**config.mk**
```make
export PLATFORM = sky130hd
export DESIGN_NAME = bcd_mod_counter_flat
export DESIGN_NICKNAME = d
export VERILOG_FILES = /design/src/rtl/bcd_mod_counter_if.sv /design/src/rtl/bcd_mod_counter.sv /design/src/flat_wrapper.sv
export SDC_FILE = /design/constraint.sdc
export NUM_CORES = 1
export LEC_CHECK = 0
export BUFFER_PORTS_ARGS = -buffer_cell sky130_fd_sc_hd__buf_2
export CAP_MARGIN = 20
export CORE_UTILIZATION = 35
export CTS_CLUSTER_SIZE = 30
export DETAILED_ROUTE_END_ITERATION = 10
export GPL_ROUTABILITY_DRIVEN = 0
export SKIP_LAST_GASP = 1
export SLEW_MARGIN = 20
export SYNTH_ARGS = -nofsm -noshare
export SYNTH_HDL_FRONTEND = slang
export SYNTH_SLANG_ARGS = --single-unit
```
**constraint.sdc**
```tcl
create_clock -name clock -period 2.2 [get_ports clock]
set_input_delay 0.44 -clock clock [delete_from_list [all_inputs] [get_ports clock]]
set_output_delay 0.44 -clock clock [all_outputs]
set_load 0.005 [all_outputs]
```
**src/rtl/bcd_mod_counter_if.sv**
```systemverilog
// rtl/bcd_mod_counter_if.sv - control and count bus of the BCD modulo counter
interface bcd_mod_counter_if #(
  parameter int DIGITS = 2
);
  logic                  enable;
  logic                  set_mode;
  logic                  set_key;
  logic                  down;
  logic                  load;
  logic [4*DIGITS-1:0]   load_value;
  logic [4*DIGITS-1:0]   count_bcd;
  logic                  carry;
  logic                  borrow;
  logic                  load_error;

  // Driver side: the lower stage / user controls and observer of the count
  modport master (
    output enable, set_mode, set_key, down, load, load_value,
    input  count_bcd, carry, borrow, load_error
  );

  // Counter side
  modport slave (
    input  enable, set_mode, set_key, down, load, load_value,
    output count_bcd, carry, borrow, load_error
  );
endinterface

```
**src/rtl/bcd_mod_counter.sv**
```systemverilog
// rtl/bcd_mod_counter.sv - native packed-BCD modulo counter with set key, load and carry/borrow
module bcd_mod_counter #(
  parameter int DIGITS    = 2,
  parameter int MIN_VALUE = 0,
  parameter int MAX_VALUE = 59
) (
  input logic              clock,
  input logic              reset,
  bcd_mod_counter_if.slave bus
);

  localparam int W = 4 * DIGITS;

  // Decimal integer to packed BCD, digit 0 in the low nibble
  function automatic logic [W-1:0] to_bcd(input int value);
    logic [W-1:0] r;
    int           v;
    r = '0;
    v = value;
    for (int d = 0; d < DIGITS; d++) begin
      r[4*d +: 4] = 4'(v % 10);
      v = v / 10;
    end
    return r;
  endfunction

  localparam logic [W-1:0] MIN_BCD = to_bcd(MIN_VALUE);
  localparam logic [W-1:0] MAX_BCD = to_bcd(MAX_VALUE);
  // For valid BCD the packed value orders like the decimal value, so the
  // range check can be done as one unsigned offset compare.
  localparam logic [W-1:0] SPAN    = MAX_BCD - MIN_BCD;

  // Every digit 0..9 and value within [MIN_VALUE, MAX_VALUE]
  function automatic logic is_legal(input logic [W-1:0] x);
    logic         ok;
    logic [W-1:0] offset;
    ok = 1'b1;
    for (int d = 0; d < DIGITS; d++) begin
      if (x[4*d +: 4] > 4'd9) ok = 1'b0;
    end
    offset = x - MIN_BCD;
    if (offset > SPAN) ok = 1'b0;
    return ok;
  endfunction

  // Ripple increment: a digit at 9 rolls to 0 and passes the carry on
  function automatic logic [W-1:0] bcd_inc(input logic [W-1:0] x);
    logic [W-1:0] r;
    logic         c;
    r = x;
    c = 1'b1;
    for (int d = 0; d < DIGITS; d++) begin
      if (c) begin
        if (x[4*d +: 4] == 4'd9) begin
          r[4*d +: 4] = 4'd0;
        end else begin
          r[4*d +: 4] = x[4*d +: 4] + 4'd1;
          c = 1'b0;
        end
      end
    end
    return r;
  endfunction

  // Ripple decrement: a digit at 0 rolls to 9 and passes the borrow on
  function automatic logic [W-1:0] bcd_dec(input logic [W-1:0] x);
    logic [W-1:0] r;
    logic         b;
    r = x;
    b = 1'b1;
    for (int d = 0; d < DIGITS; d++) begin
      if (b) begin
        if (x[4*d +: 4] == 4'd0) begin
          r[4*d +: 4] = 4'd9;
        end else begin
          r[4*d +: 4] = x[4*d +: 4] - 4'd1;
          b = 1'b0;
        end
      end
    end
    return r;
  endfunction

  logic [W-1:0] count_q;
  logic         carry_q;
  logic         borrow_q;
  logic         load_error_q;
  logic         key_meta;
  logic         key_sync;
  logic         key_prev;
  logic         key_rise;
  logic         step;

  // Edge detection looks only at key level history, so toggling set_mode
  // while the key is held cannot fabricate a step.
  assign key_rise = key_sync & ~key_prev;
  assign step     = bus.set_mode ? key_rise : bus.enable;

  // Key synchroniser, load/step/hold of the count and single-cycle pulses
  always_ff @(posedge clock) begin
    if (!reset) begin
      count_q      <= MIN_BCD;
      carry_q      <= 1'b0;
      borrow_q     <= 1'b0;
      load_error_q <= 1'b0;
      key_meta     <= 1'b0;
      key_sync     <= 1'b0;
      key_prev     <= 1'b0;
    end else begin
      key_meta     <= bus.set_key;
      key_sync     <= key_meta;
      key_prev     <= key_sync;
      carry_q      <= 1'b0;
      borrow_q     <= 1'b0;
      load_error_q <= 1'b0;
      if (bus.load) begin
        if (is_legal(bus.load_value)) begin
          count_q <= bus.load_value;
        end else begin
          load_error_q <= 1'b1;
        end
      end else if (step) begin
        if (!is_legal(count_q)) begin
          // Upset state: recover quietly, never disturb the next stage
          count_q <= MIN_BCD;
        end else if (!bus.down) begin
          if (count_q == MAX_BCD) begin
            count_q <= MIN_BCD;
            carry_q <= ~bus.set_mode;
          end else begin
            count_q <= bcd_inc(count_q);
          end
        end else begin
          if (count_q == MIN_BCD) begin
            count_q  <= MAX_BCD;
            borrow_q <= ~bus.set_mode;
          end else begin
            count_q <= bcd_dec(count_q);
          end
        end
      end
    end
  end

  assign bus.count_bcd  = count_q;
  assign bus.carry      = carry_q;
  assign bus.borrow     = borrow_q;
  assign bus.load_error = load_error_q;

endmodule

```
**src/flat_wrapper.sv**
```systemverilog
// flat-port wrapper written by rule: the top's interface ports become plain ports
module bcd_mod_counter_flat 
#(
  parameter int DIGITS    = 2,
  parameter int MIN_VALUE = 0,
  parameter int MAX_VALUE = 59
)
  (clock, reset, bus_enable, bus_set_mode, bus_set_key, bus_down, bus_load, bus_load_value, bus_count_bcd, bus_carry, bus_borrow, bus_load_error);
  bcd_mod_counter_if #(.DIGITS(DIGITS)) bus_i ();
  input logic clock;
  input logic reset;
  input wire logic [$bits(bus_i.enable)-1:0] bus_enable;
  input wire logic [$bits(bus_i.set_mode)-1:0] bus_set_mode;
  input wire logic [$bits(bus_i.set_key)-1:0] bus_set_key;
  input wire logic [$bits(bus_i.down)-1:0] bus_down;
  input wire logic [$bits(bus_i.load)-1:0] bus_load;
  input wire logic [$bits(bus_i.load_value)-1:0] bus_load_value;
  output wire logic [$bits(bus_i.count_bcd)-1:0] bus_count_bcd;
  output wire logic [$bits(bus_i.carry)-1:0] bus_carry;
  output wire logic [$bits(bus_i.borrow)-1:0] bus_borrow;
  output wire logic [$bits(bus_i.load_error)-1:0] bus_load_error;
  assign bus_i.enable = bus_enable;
  assign bus_i.set_mode = bus_set_mode;
  assign bus_i.set_key = bus_set_key;
  assign bus_i.down = bus_down;
  assign bus_i.load = bus_load;
  assign bus_i.load_value = bus_load_value;
  assign bus_count_bcd = bus_i.count_bcd;
  assign bus_carry = bus_i.carry;
  assign bus_borrow = bus_i.borrow;
  assign bus_load_error = bus_i.load_error;
  bcd_mod_counter #(.DIGITS(DIGITS), .MIN_VALUE(MIN_VALUE), .MAX_VALUE(MAX_VALUE)) u_core (.clock(clock), .reset(reset), .bus(bus_i));
endmodule
```
* Word-level counts from Yosys, hierarchy flattened
Index checks and enable logic that the tools add are counted.
** Cells by class
- Order comparisons :: 6
- Muxes and demuxes :: 40
- Bitwise gates (word level) :: 9
- Eq/ne operators :: 6
- Reduce and logical (&&, ||, !) cells :: 9
- Add/sub/neg operators :: 4
** Operator list (count)
- $mux W8 :: 7
- $mux W1 :: 27
- $mux W4 :: 6
- $gt A4 B4 Y1 const B :: 4
- $gt A8 B7 Y1 const B :: 2
- $reduce_or A6 Y1 :: 2
- $ne A5 B5 Y1 const B :: 2
- $add A4 B1 Y4 const B :: 2
- $eq A4 B4 Y1 const B :: 2
- $eq A8 B7 Y1 const B :: 1
- $logic_not A4 Y1 :: 2
- $logic_not A8 Y1 :: 1
- $not A1 Y1 :: 8
- $sub A4 B1 Y4 const B :: 2
- $reduce_and A2 Y1 :: 2
- $reduce_and A4 Y1 :: 1
- $ne A2 B1 Y1 const B :: 1
- $reduce_bool A2 Y1 :: 1
- $and A1 B1 Y1 :: 1
** Storage, ports and cells
- Input bits :: 15
- Output and inout port bits :: 11
- Register bits :: 14
- Word-level logic and storage cells :: 82

* Longest topological paths before layout
- Depth in word-level cells :: 17
- Gate-level depth with buffers :: 7
- Depth with buffers taken out :: 5

* Least setup slack after synthesis
OpenSTA, ideal clock, no wires.
- Path kind :: reg2reg
- Start :: register u_core.count_q[2] (netlist: u_core.bus.count_bcd[2])
- End :: register u_core.count_q[6] (netlist: u_core.bus.count_bcd[6])
- Setup time :: 137 ps
- Path buffers :: 1
- Data required time :: 2063 ps
- Data arrival time :: 1634 ps
- Path slack :: 429 ps
- Stages on the path, launching flop included :: 7
- Period minus slack after synthesis :: 1771 ps
- Path through :: dfxtp_1 buf_6 or2_1 or3_1 a311o_1 a32oi_1 a21oi_1
** On the way
- Longest elaborated chain between the ends :: 10
- Elaborated cells on any way between the ends :: 35
- Classes of those cells :: order compare: 2; eq/ne: 4; mux: 26; reduce/logical: 3
** RTL lines
- start, declared :: RTL line bcd_mod_counter.sv:84 : logic [W-1:0] count_q;
- start signal, assigned :: RTL line bcd_mod_counter.sv:118 : count_q <= bus.load_value;
- start signal, assigned :: RTL line bcd_mod_counter.sv:131 : count_q <= bcd_inc(count_q);
- start signal, assigned :: RTL line bcd_mod_counter.sv:138 : count_q <= bcd_dec(count_q);
- branches (longest 10 deep; another with $gt A4 B4 Y1)
Several ways; the timed one is not identified. The select of a mux whose other input is x is not followed.
A chain may end at the register's enable or synchronous reset.

* Worst setup path in the final report
- Start :: register u_core.count_q[3] (netlist: u_core.bus.count_bcd[3])
- End :: register u_core.count_q[4] (netlist: u_core.bus.count_bcd[4])
Same word-level chain as after synthesis.

==> Flow_metrics.wiki <==
{| class="wikitable"
! Metric !! Value
|-
| Yosys warning count || 0
|-
| Detailed Place HPWL || 1.57 mm
|-
| Seq/Total Area, Yosys || 32.0%
|-
| Most common cell in the synthesized netlist || dfxtp_1
|-
| Number of maximum-capacitance constraint violations || 0
|-
| Clock tree skew after final layout || 0.0138 ns
|-
| Worst endpoint data arrival time || 2.09 ns
|-
| Average cell area after synthesis || 7.81 µm²
|-
| Minimum setup slack after placement || 0.296 ns
|-
| Number of H-tree branching levels || 1
|-
| Number of synthesized flops with an enable pin || 0
|-
| First-pass detailed-route iteration total || 4
|-
| Post-layout power || approximately 0.64 mW
|-
| Syn Std Cell Area || 875 µm²
|-
| Capturing element type of the critical path || flop
|-
| Count of clock tree sinks || 14
|-
| Post-CTS Resized || 0
|-
| TritonCTS clock tree || yes
|-
| Peak supply drop || 0.395 mV
|-
| Placed cell areas || 996 µm²
|-
| Fraction of the core area covered by cells at the end of the flow || 45.4%
|-
| Antenna cells || 0
|-
| Largest net degree at the start of global routing || 16
|-
| Number of register bits inferred by synthesis || 14
|-
| DRC viols || 0
|-
| Critical path start-end classification || reg2reg
|-
| Initial antenna violation count || 0
|-
| Syn Nets || 127
|-
| Cell count after synthesis || 112
|-
| Period utilisation layout || between 80% and 90%
|-
| Fin worst setup slack || approximately 0.27 ns
|-
| Floorplan die area || 2700 µm²
|-
| Fin area || around 1000 µm²
|-
| Hold-fix buffers, CTS || 0
|-
| Count of vias placed by the detailed router || 900
|-
| Grt total ovfl || 0
|-
| Startpoint type of the worst setup path || flop
|-
| Hold violation count in the final report || 0
|-
| Final setup fails || 0
|-
| Highest-delay cell along the critical path || dfxtp_1
|-
| First-pass GRT wire length || 3.56 mm
|-
| Quantity of I/O buffers inserted on ports || 25
|-
| Top FF cell, synth || dfxtp_1
|-
| Area share of the largest cell type after synthesis || 32.0%
|-
| CP max stage delay || 0.61 ns
|-
| Peak clock frequency supported by timing || slightly above 0.5 GHz
|-
| Final number of max-transition violations || 0
|-
| I/O Pins || 26
|-
| Outcome || finished, final reports clean
|-
| Vias in the first global route || between 800 and 900
|-
| Final critical delay including setup and external delays || 1.93 ns
|-
| Root buffer cell || clkbuf_4
|-
| Flop2flop setup slack || 0.27 ns
|-
| Number of cells on the worst hold path || 2
|-
| P per Cell Area || between 600 and 700 nW/µm²
|-
| Nets || between 100 and 150
|-
| Global Route Usage Sum || between 10% and 20%
|-
| Worst-path maximum fanout || 14
|-
| Dominant cells by area after synthesis || dfxtp_1, o21ai_0, nand2_1
|-
| Antenna-violating nets left || 0
|-
| Setup Fix Bufs, Post-CTS || 0
|-
| Floorplan core area || 2280 µm²
|-
| Clock-pin slew on the worst setup and hold paths || 0.10 ns
|-
| Fillcell total || 226
|-
| Routed WL per cell || 13.4 µm
|-
| Multi-input gate area || 533 µm²
|-
| WL final || 2.15 mm
|-
| Fraction of final layout cells sized beyond drive strength 1 || a little under a quarter
|-
| Critical path, cell by cell || o21ai_0 -> and2_1 -> a221oi_2 -> o211ai_1 -> o211a_1
|-
| Required time reported for the critical path endpoint || roughly 2.4 ns
|-
| Number of CTS-inserted buffers || 3
|-
| Tightest Hold Check Type || in2reg
|-
| Total Negative Setup Slacks || 0 ns
|-
| Most common library cells after synthesis || dfxtp_1, nand2_1, o21ai_0
|-
| Worst-Margin Slew || 0.581 ns
|-
| Insertion delay of the later-clocked pin in the worst-skew pair || about 0.28 ns
|-
| Worst-case headroom to the max-slew limit || 61.2%
|-
| Floorplan die width || between 50 and 60 µm
|-
| Unique masters post-synth || 40
|-
| Layout overhead on the synthesized area || 18.0%
|-
| Starting DRT DRC Count || 30
|-
| Setup repair after global routing missed its margin || false
|-
| Most area-hungry cell type in the Yosys netlist || dfxtp_1
|-
| Vias per std cell || 5.59
|-
| Initial standard-cell utilization of the core || 38.4%
|-
| Share of async-settable or async-resettable flops after synthesis || 0%
|-
| Register-to-Register Path Depth || 5
|-
| Die Y || a little over 50 µm
|-
| Number of buffers on the longest clock path || 2
|-
| Register Area || 280 µm²
|-
| Rows || 17
|-
| Leakage Power || 0.428 nW
|}
## layer usage
layer / GRT usage, % / up-vias / routed length, µm
met4: 5.41 / 0 / 15
li1: - / 459 / -
met1: 23.3 / 412 / 1030
met2: 28.8 / 27 / 993
met5: 0 / - / 0
met3: 2.63 / 2 / 108
## worst max-delay path, delay by kind of cell, from the launching register on
family	cells	cell delay, ns
AO/OA/AOI/OAI	4	0.92
flip-flops	1	0.61
AND/OR/NAND/NOR	1	0.27
## sequential cells by signal (all words and copies together), names as in the netlist
name / flops
u_core.key_prev: 1
u_core.key_meta: 1
u_core.bus.count_bcd: 8
u_core.bus.load_error: 1
u_core.key_sync: 1
u_core.bus.borrow: 1
u_core.bus.carry: 1
## kinds of logic (layout without fill, tap and decap cells)
group                  Yosys count  after routing  synth area share, %
AOI/OAI and AO/OA               40             40                 32.6
buffers and inverters           13             34                 7.01
DFF                             14             14                 32.0
muxes                            2              2                 2.29
and+or+nand+nor                 43             43                 26.0
## stage by stage
step | std cells | hold WS (ns)
final | 161 | 0.371
after global routing | 161 | 0.363
after CTS | 161 | 0.362
after detailed placement | 157 | 0.419
after global placement | 157 | 0.415
after floorplan | 112 | 0.412
## cell usage in the layout (no fill, tap or decap), types with 2 or more instances in the layout
master,n
buf_2,25
dfxtp_1,14
nand2_1,12
o21ai_0,10
a21oi_1,5
nor2b_1,5
inv_1,4
a22oi_1,4
and2_1,4
nor2_1,4
nor3b_1,3
nand4_1,3
nand3_1,3
nor3_1,3
o211ai_1,3
clkbuf_4,3
a211oi_1,2
mux2i_1,2
o211a_1,2
## path summary, 6_finish.rpt
kind | start | end
min reg2reg | u_core.key_meta | u_core.key_sync
max | u_core.bus.count_bcd[3] | u_core.bus.count_bcd[4]
max reg2reg | u_core.bus.count_bcd[3] | u_core.bus.count_bcd[4]
min | bus_set_key | u_core.key_meta
## area by class of cell
cell class | instances | share of cell area, %
Timing Repair Buffer | 26 | 12.8
Tap cell | 28 | 3.39
Multi-Input combinational cell | 85 | 51.6
Sequential cell | 14 | 27.2
Clock buffer | 4 | 3.52
Inverter | 4 | 1.45
## power by group
part | switching, mW | total, mW | internal, mW
logic | 0.0802 | 0.152 | 0.0720
clock network | 0.0856 | 0.186 | 0.100
registers | 0.0309 | 0.300 | 0.269
No activity file was read; power rests on OpenSTA's default activity.
